[config.mk]
export PLATFORM = sky130hd
export DESIGN_NAME = serial_adder
export DESIGN_NICKNAME = d
export VERILOG_FILES = /design/src/rtl/serial_adder_pkg.sv /design/src/rtl/full_adder.sv /design/src/rtl/serial_adder.sv
export SDC_FILE = /design/constraint.sdc
export NUM_CORES = 1
export LEC_CHECK = 0
export BUFFER_PORTS_ARGS = -buffer_cell sky130_fd_sc_hd__buf_2
export CORE_MARGIN = 1.5
export CORE_UTILIZATION = 25
export DETAILED_ROUTE_END_ITERATION = 8
export PLACE_DENSITY = 0.39
export RECOVER_POWER = 50
export SYNTH_ARGS = -nofsm -noshare
export SYNTH_HDL_FRONTEND = slang
export SYNTH_SLANG_ARGS = --single-unit
[constraint.sdc]
create_clock -name clk -period 2.6 [get_ports clk]
set_clock_uncertainty 0.1 [all_clocks]
set_input_delay 0.26 -clock clk [delete_from_list [all_inputs] [get_ports clk]]
set_output_delay 0.26 -clock clk [all_outputs]
set_load 0.02 [all_outputs]
[src/rtl/serial_adder_pkg.sv]
// Shared definitions for the bit-serial adder: FSM state encoding and counter sizing.
package serial_adder_pkg;

  typedef enum logic [1:0] {
    ST_IDLE = 2'd0,
    ST_RUN  = 2'd1,
    ST_DONE = 2'd2
  } state_e;

  // Bit counter must index 0..width-1; never narrower than one bit.
  function automatic int cnt_width(input int width);
    return (width > 2) ? $clog2(width) : 1;
  endfunction

endpackage

[src/rtl/full_adder.sv]
// Single-bit full adder cell used as the arithmetic slice of the serial adder.
module full_adder (
  input  logic a_i,
  input  logic b_i,
  input  logic c_i,
  output logic sum_o,
  output logic cout_o
);

  assign sum_o  = a_i ^ b_i ^ c_i;
  assign cout_o = (a_i & b_i) | (c_i & (a_i ^ b_i));

endmodule

[src/rtl/serial_adder.sv]
// Bit-serial WIDTH-bit adder: one full_adder slice, LSB first, one bit per clock.
// Optional subtract mode is enabled by defining SERIAL_ADDER_SUB_EN (adds port sub).
module serial_adder
  import serial_adder_pkg::*;
#(
  parameter int WIDTH = 8
) (
  input  logic             clk,
  input  logic             rst,
`ifdef SERIAL_ADDER_SUB_EN
  input  logic             sub,
`endif
  input  logic             start,
  input  logic [WIDTH-1:0] a,
  input  logic [WIDTH-1:0] b,
  input  logic             cin,
  output logic             busy,
  output logic             done,
  output logic [WIDTH-1:0] sum,
  output logic             cout
);

  localparam int CW = cnt_width(WIDTH);
  localparam logic [CW-1:0] CNT_LAST = CW'(WIDTH - 1);

  state_e           state_q, state_d;
  logic [WIDTH-1:0] sa_q, sa_d;
  logic [WIDTH-1:0] sb_q, sb_d;
  logic [WIDTH-1:0] sr_q, sr_d;
  logic [WIDTH-1:0] sum_q, sum_d;
  logic             carry_q, carry_d;
  logic             cout_q, cout_d;
  logic [CW-1:0]    cnt_q, cnt_d;

  logic             fa_sum, fa_cout;
  logic             load;
  logic [WIDTH-1:0] b_ld;
  logic             c_ld;
  logic [WIDTH-1:0] sr_shift;
  logic             sr_unused;

  full_adder u_fa (
    .a_i    (sa_q[0]),
    .b_i    (sb_q[0]),
    .c_i    (carry_q),
    .sum_o  (fa_sum),
    .cout_o (fa_cout)
  );

  // Subtraction is a + ~b + 1: invert b and force the initial carry.
`ifdef SERIAL_ADDER_SUB_EN
  assign b_ld = sub ? ~b : b;
  assign c_ld = sub ? 1'b1 : cin;
`else
  assign b_ld = b;
  assign c_ld = cin;
`endif

  assign sr_shift  = {fa_sum, sr_q[WIDTH-1:1]};
  assign sr_unused = sr_q[0];

  always_comb begin
    state_d = state_q;
    sa_d    = sa_q;
    sb_d    = sb_q;
    sr_d    = sr_q;
    sum_d   = sum_q;
    carry_d = carry_q;
    cout_d  = cout_q;
    cnt_d   = cnt_q;
    load    = 1'b0;

    case (state_q)
      ST_IDLE: begin
        if (start) load = 1'b1;
      end
      ST_RUN: begin
        sa_d    = {1'b0, sa_q[WIDTH-1:1]};
        sb_d    = {1'b0, sb_q[WIDTH-1:1]};
        sr_d    = sr_shift;
        carry_d = fa_cout;
        cnt_d   = cnt_q + CW'(1);
        if (cnt_q == CNT_LAST) begin
          sum_d   = sr_shift;
          cout_d  = fa_cout;
          state_d = ST_DONE;
        end
      end
      ST_DONE: begin
        state_d = ST_IDLE;
        if (start) load = 1'b1;
      end
      default: state_d = ST_IDLE;
    endcase

    if (load) begin
      sa_d    = a;
      sb_d    = b_ld;
      sr_d    = '0;
      carry_d = c_ld;
      cnt_d   = '0;
      state_d = ST_RUN;
    end
  end

  always_ff @(posedge clk) begin
    if (rst) begin
      state_q <= ST_IDLE;
      sa_q    <= '0;
      sb_q    <= '0;
      sr_q    <= '0;
      sum_q   <= '0;
      carry_q <= 1'b0;
      cout_q  <= 1'b0;
      cnt_q   <= '0;
    end else begin
      state_q <= state_d;
      sa_q    <= sa_d;
      sb_q    <= sb_d;
      sr_q    <= sr_d;
      sum_q   <= sum_d;
      carry_q <= carry_d;
      cout_q  <= cout_d;
      cnt_q   <= cnt_d;
    end
  end

  assign busy = (state_q == ST_RUN);
  assign done = (state_q == ST_DONE);
  assign sum  = sum_q;
  assign cout = cout_q;

endmodule

* Word level (Yosys, flattened, before mapping)
Index checks and enable logic that the tools add are counted.
** Operators by class
- Add/subtract/negate cells :: 1
- Equal/unequal tests :: 6
- Multiplexer cells :: 11
- Bitwise gates (word level) :: 6
- Reduce and logical (&&, ||, !) cells :: 7
** Operator list (count)
- two-way mux 8 bit :: 4
- AND reduction 2 bit :: 3
- two-way mux 1 bit :: 5
- one-hot mux 2 bit (2 select lines) :: 1
- OR reduction 2 bit :: 2
- adder 3 x 1 -> 3 bit, second input constant :: 1
- == test 3 bit, second input constant :: 1
- inequality test 3 x 1 -> 1 bit, second input constant :: 1
- AND 1 bit :: 2
- == test 2 x 1 -> 1 bit, second input constant :: 1
- == test 2 bit, second input constant :: 1
- zero test 2 bit :: 1
- two-way mux 2 bit :: 1
- inequality test 2 x 1 -> 1 bit, second input constant :: 1
- inequality test 2 bit, second input constant :: 1
- nonzero test 2 bit :: 1
- XOR 1 bit :: 2
- inverter 1 bit :: 1
- OR 1 bit :: 1
** Word-level totals
- Bits in registers :: 39
- Input port bits :: 20
- Output and inout port bits :: 11

* Logic depth before layout (Yosys ltp)
Gate-level depths: netlist of run 1.
- Word-level depth :: 5
- Gate-level depth with buffers :: 6
- Mapped depth without buffers :: 5

* Hierarchy
Synthesis of run 1 repeated with hierarchy kept, for this count alone.
** Unflattened totals
- Cell total of the unflattened synthesis :: 183
- Area, all modules :: 1559.0 um^2
** By module, submodules not included
- serial_adder :: instances 1, cells an instance 182, area each 1539.0 um^2
- full_adder :: instances 1, cells an instance 1, area each 20.0 um^2

* Least setup slack after synthesis of run 1
Ideal clock, no wire load.
- Kind :: reg2reg
- Start :: reg cnt_q[0]
- End :: reg sum_q[0], in the netlist sum[0]
- Library setup time :: 0.071 ns
- Data arrival time :: 1.099 ns
- Data required time :: 2.429 ns
- Setup slack :: 1.330 ns
- Cell stages (with the launch flop) :: 6
- Path buffers :: 0
- Cell sequence :: dfxtp_1 -> ha_1 -> ha_1 -> nand3b_1 -> nand2_1 -> a21oi_1
** On the way
- Cells in the longest elaborated chain, start to end :: 2
** RTL lines
- start: declaration :: line serial_adder.sv:33 : logic [CW-1:0] cnt_q, cnt_d;
- start signal: assignment :: line serial_adder.sv:124 : cnt_q <= cnt_d;
- == test 3 bit :: line serial_adder.sv:83 : if (cnt_q == CNT_LAST) begin
- AND reduction 2 bit (no line)
- end signal: assignment :: line serial_adder.sv:121 : sum_q <= sum_d;
- end: declaration :: line serial_adder.sv:30 : logic [WIDTH-1:0] sum_q, sum_d;
Every way passes these cells.
A chain may end at the register's enable or synchronous reset.

* Worst setup path after layout of run 1
- Start :: reg state_q[1]
- End :: reg sb_q[6]
** On the way
- Cells in the longest elaborated chain, start to end :: 4
- Elaborated cells on any way between the ends :: 7
- Classes of those cells :: eq/ne: 2; mux: 2; reduce/logical: 3
** RTL lines
- start: declaration :: line serial_adder.sv:26 : state_e state_q, state_d;
- start signal: assignment :: line serial_adder.sv:117 : state_q <= state_d;
- == test 2 bit / zero test 2 bit (equally long branches) :: line serial_adder.sv:73 : case (state_q)
- OR reduction 2 bit (no line)
- two-way mux 1 bit
- two-way mux 8 bit / nonzero test 2 bit (equally long branches)
- end signal: assignment :: line serial_adder.sv:110 : sb_q <= '0;
- end signal: assignment :: line serial_adder.sv:119 : sb_q <= sb_d;
- end: declaration :: line serial_adder.sv:28 : logic [WIDTH-1:0] sb_q, sb_d;
Several ways; a longest one is shown, not always the timed one.

==> results of run 1 <==
[cell usage after synthesis]
library cell,count
nand2b_2,1
a22oi_1,2
nand3_1,11
buf_1,1
mux2i_1,2
nor2_1,9
xnor2_1,1
nand3b_1,1
fa_1,1
inv_6,1
clkbuf_2,1
nor3_2,1
nor3_1,15
a311oi_2,2
nand2b_1,2
o21a_1,1
buf_6,5
buf_4,3
nand2_1,39
a311oi_1,4
ha_1,2
dfxtp_1,38
a21oi_1,20
clkbuf_1,1
buf_2,3
o22ai_1,7
nor2b_1,2
[metrics by stage]
stage	area, µm²	setup WS, ps	util (%)	std cells
after floorplan	1540	1330	-	176
after global placement	1710	924	28.7	271
after global routing	1760	380	29.6	278
final	1760	571	29.6	278
after detailed placement	1710	933	28.7	271
after CTS	1790	735	30.0	278
[where the power goes]
part | total, mW | switching [mW] | internal, mW
Sequential | 0.626 | 0.0165 | 0.610
Clock | 0.380 | 0.195 | 0.185
Combinational | 0.132 | 0.0814 | 0.0509
[routing by layer]
| layer | GRT usage [%] | share of wire, % | up-vias |
|---|---|---|---|
| li1 | - | - | 657 |
| met1 | 16.3 | 51 | 577 |
| met2 | 18.5 | 43 | 28 |
| met3 | 3.89 | 5.0 | 4 |
| met4 | 4.14 | 0.86 | 0 |
| met5 | 0 | 0 | - |
[final timing paths]
path	from	end	slack [ps]	cells past startpoint
max	state_q[1]$_SDFFE_PP0P_	sb_q[6]$_SDFFE_PP0P_	570	4
min	a[0]	sa_q[0]$_SDFFE_PP0P_	150	3
max reg2reg	state_q[1]$_SDFFE_PP0P_	sb_q[6]$_SDFFE_PP0P_	570	4
min reg2reg	sum[1]$_SDFFE_PP0P_	sum[1]$_SDFFE_PP0P_	360	2
[registers in the layout, summed over array words and instances (netlist names)]
| name | count |
|---|---|
| state_q | 2 |
| carry_q | 1 |
| sa_q | 8 |
| sr_q | 7 |
| sum | 8 |
| cout | 1 |
| sb_q | 8 |
| cnt_q | 3 |
[layout make-up]
type	count	area (µm²)	area share [%]
tap	75	93.8	5.32
sequential	38	761	43.1
inverter	1	8.76	0.496
multi-input combinational	123	661	37.4
timing repair buffer	34	164	9.29
clock buffer	7	76.3	4.33
[cells by family after synthesis]
kind of cell    count (synthesis)  synth area share, %
compound gates                 36                 15.0
mux                             2                 1.30
xor+xnor                        1                0.568
simple gates                   81                 23.4
buf+inv                        15                 7.46
flops                          38                 49.3
fa+ha+maj                       3                 2.92
[worst min-delay path: stages]
cell and delay (ps):
buf_2 80, a22oi_1 50, a21oi_1 110
==> flow_metrics.env, run 1 <==
export IMPL_yosys_top_cells_area="dfxtp_1, nand2_1, a21oi_1"
export IMPL_drtIter0Drc=47
export IMPL_synth_cells=176
export IMPL_synth_area_um2=1540
export IMPL_cts_resized=0
export IMPL_ant_nets=0
export IMPL_io_buffers=30
export IMPL_crit_family="buffers and inverters"
export IMPL_path_buf_inv=1
export IMPL_dieWidth_um=81.6
export IMPL_core_area_um2=5960
export IMPL_fin_crit_ps=2030
export IMPL_hpwl_mm=2.26
export IMPL_cts_max_level=2
export IMPL_yosys_warnings=0
export IMPL_clk_path_buf_depth=2
export IMPL_drt_pre_antenna_iters=3
export IMPL_maxCapViolCount=0
export IMPL_path_class="reg2reg"
export IMPL_drt_wirelength_per_cell_um=13.0
export IMPL_leakage_nw=0.625
export IMPL_timing_hold_ws_ps=155
export IMPL_ys_types=27
export IMPL_root_buffer="clkbuf_8"
export IMPL_via_per_inst=4.55
export IMPL_rows=28
export IMPL_power_total_mw=1.14
export IMPL_crit_fanout=20
export IMPL_gp_congestion=0.625
export IMPL_slew_violations=0
export IMPL_final_layout_size_suffix_gt1_share_pct=15.8
export IMPL_syn2layout_area_growth_pct=14.4
export IMPL_first_global_vias=1298
export IMPL_numCtsBuffers=5
export IMPL_cpPeakStageDelay_ps=750
export IMPL_fmax_ghz=0.493
export IMPL_synth_seq_area_share_pct=49.3
export IMPL_grt_pass1_wl_mm=6.20
export IMPL_antenna_found_initial=0
export IMPL_power_density_nw_per_um2=645
export IMPL_cts_setup_buffers=0
export IMPL_ys_ff_latch=38
export IMPL_cp_required_ps=2700
export IMPL_nNetsFinal=226
export IMPL_totalNegativeSetupSlack_ps=0
export IMPL_fp_dieH_um=81.6
export IMPL_grt_overflow_total=0
export IMPL_hold_buffers=0
export IMPL_die_area_um2=6650
export IMPL_worstPathArrival_ps=2130
export IMPL_setup_violations_final=0
export IMPL_top_level_ports=31
export IMPL_synth_fp_nets=199
export IMPL_rsz0062_at_grt="false"
export IMPL_crit_path_end_kind="register"
export IMPL_hold_viol=0
export IMPL_grt_usage_pct=12.2
export IMPL_wl_mm=3.60
export IMPL_diodes=0
export IMPL_cts_sinks=38
export IMPL_drc_errors=0
export IMPL_final_cell_mix="nand2_1, dfxtp_1, a21oi_1, buf_2, nor3_1"
export IMPL_initial_utilization_pct=25.9
export IMPL_status="finished, final reports clean"
export IMPL_clkTransAtPathRegs_ps=70
export IMPL_vias=1266
export IMPL_holdCritPathClass="in2reg"
export IMPL_synth_top_area_cell="dfxtp_1"
export IMPL_n_fill_cell=694
export IMPL_start_kind="register"
export IMPL_path_cells="nand2b_1, clkbuf_1, nand2_1, a311oi_2"
export IMPL_mostFrequentLayoutCell="nand2_1"
export IMPL_cts_tree="built"
export IMPL_grt_start_max_net_pins=38
export IMPL_slowest_stage="clkbuf_1"
export IMPL_worst_slew_pin_transition_ps=937
export IMPL_fin_crit_sh_pct=78.0
export IMPL_slew_headroom_pct=37.5
export IMPL_clock_latency_ps=280
export IMPL_synth_top_area_share_pct=49.3
export IMPL_ir_drop_v=0.000229
export IMPL_avgSynthCellArea_um2=8.77
No activity file was read; power rests on OpenSTA's default activity.
==> inputs of run 2 (changes only) <==
Clock period 2.6 ns to 1.98 ns, I/O delays scaled along.
==> run 2 against run 1 <==
Net effect:
- non-clock buffer count is 2 higher
- critical path depth shrank 1
- critical endpoint is now busy
- clock-buffer cell count fell by 2
- sequential cell count is the same
- via count rose by 2.1%
- critical path type is now reg2out
- power grew 33%
==> flow_metrics.env, run 2 (synthesized netlist as in run 1, its figures left out) <==
export IMPL_final_util_pct=30.0
export IMPL_grt_overflow_total=0
export IMPL_top_level_ports=31
export IMPL_numCtsBuffers=5
export IMPL_hold_viol=0
export IMPL_grt_start_max_net_pins=38
export IMPL_initial_utilization_pct=25.9
export IMPL_syn2layout_area_growth_pct=15.7
export IMPL_gp_congestion=0.661
export IMPL_clk_path_buf_depth=2
export IMPL_fin_crit_sh_pct=84.0
export IMPL_cts_tree="built"
export IMPL_cts_sinks=38
export IMPL_mostFrequentLayoutCell="nand2_1"
export IMPL_crit_path_end_kind="primary output"
export IMPL_min_from="a[3]"
export IMPL_core_area_um2=5960
export IMPL_hold_buffers=0
export IMPL_die_area_um2=6650
export IMPL_drt_pre_antenna_iters=4
export IMPL_n_fill_cell=688
export IMPL_ant_nets=0
export IMPL_clkTransAtPathRegs_ps=80
export IMPL_diodes=0
export IMPL_start_kind="register"
export IMPL_first_global_vias=1253
export IMPL_via_per_inst=4.61
export IMPL_fin_crit_ps=1660
export IMPL_antenna_found_initial=0
export IMPL_slew_violations=0
export IMPL_final_layout_size_suffix_gt1_share_pct=17.6
export IMPL_crit_fanout=37
export IMPL_drt_wirelength_per_cell_um=12.9
export IMPL_nNetsFinal=228
export IMPL_worstPathArrival_ps=1370
export IMPL_totalNegativeSetupSlack_ps=0
export IMPL_io_buffers=30
export IMPL_rsz0062_at_grt="false"
export IMPL_wl_mm=3.61
export IMPL_holdCritPathClass="in2reg"
export IMPL_path_class="reg2out"
export IMPL_grt_pass1_wl_mm=6.12
export IMPL_rows=28
export IMPL_fp_dieH_um=81.6
export IMPL_root_buffer="clkbuf_8"
export IMPL_cp_startpoint="state_q[0]$_SDFFE_PP0P_"
export IMPL_power_total_mw=1.51
export IMPL_drc_errors=0
export IMPL_ir_drop_v=0.000395
export IMPL_fmax_ghz=0.601
export IMPL_grt_usage_pct=12.2
export IMPL_maxCapViolCount=0
export IMPL_cp_required_ps=1680
export IMPL_clock_latency_ps=290
export IMPL_slew_headroom_pct=54.0
export IMPL_drtIter0Drc=72
export IMPL_leakage_nw=0.636
export IMPL_cts_resized=0
export IMPL_setup_violations_final=0
export IMPL_multi_input_area_um2=667
export IMPL_pre_cts_ws_ps=485
export IMPL_final_cell_mix="nand2_1, dfxtp_1, a21oi_1, buf_2, nor3_1"
export IMPL_status="finished, final reports clean"
export IMPL_dieWidth_um=81.6
export IMPL_ff_latch_area_um2=761
export IMPL_worst_slew_pin_transition_ps=690
export IMPL_vias=1292
export IMPL_cts_setup_buffers=0
export IMPL_cts_max_level=2
export IMPL_fin_ws_ps=317
export IMPL_hpwl_mm=2.36
export IMPL_reg2reg_from="state_q[0]$_SDFFE_PP0P_"
export IMPL_power_density_nw_per_um2=846
## run 2: power breakdown
part	leakage [nW]	switching, mW	internal (mW)	total, mW
logic	0.282	0.111	0.0722	0.183
registers	0.310	0.0212	0.800	0.821
clock network	0.0438	0.269	0.236	0.506
total	0.636	0.401	1.11	1.51
## run 2: path summary, 6_finish.rpt
check                              end  slack, ps  cells after the start
setup / recovery                  busy        320                      3
hold / removal    sa_q[3]$_SDFFE_PP0P_        100                      3
setup reg to reg  sb_q[7]$_SDFFE_PP0P_        410                      4
hold reg to reg    sum[1]$_SDFFE_PP0P_        360                      2
## run 2: stage by stage
| stage | instance area (µm²) | instances | hold WS, ps |
|---|---|---|---|
| floorplan | 1540 | 176 | 279 |
| global placement | 1730 | 273 | 343 |
| detailed placement | 1730 | 273 | 347 |
| CTS | 1800 | 280 | 85.6 |
| global route | 1780 | 280 | 86.6 |
| finish | 1780 | 280 | 96.8 |
## run 2: area by class of cell
class / count / share of cell area (%)
clock buffer: 5 / 3.86
inverter: 1 / 0.491
timing repair buffer: 36 / 9.82
sequential: 38 / 42.6
tap: 75 / 5.26
clock inverter: 2 / 0.561
multi-input combinational: 123 / 37.4
## run 2: per-layer routing
layer	track usage [%]	wire (µm)
met1	16.8	1860
met2	17.7	1520
met3	3.67	175
met4	4.66	57
met5	0	0
## run 2: worst max-delay path, cell delays in order, from the launching register on
cell      delay, ps
dfxtp_1         410
nand2b_1        170
inv_6           270
buf_2           230
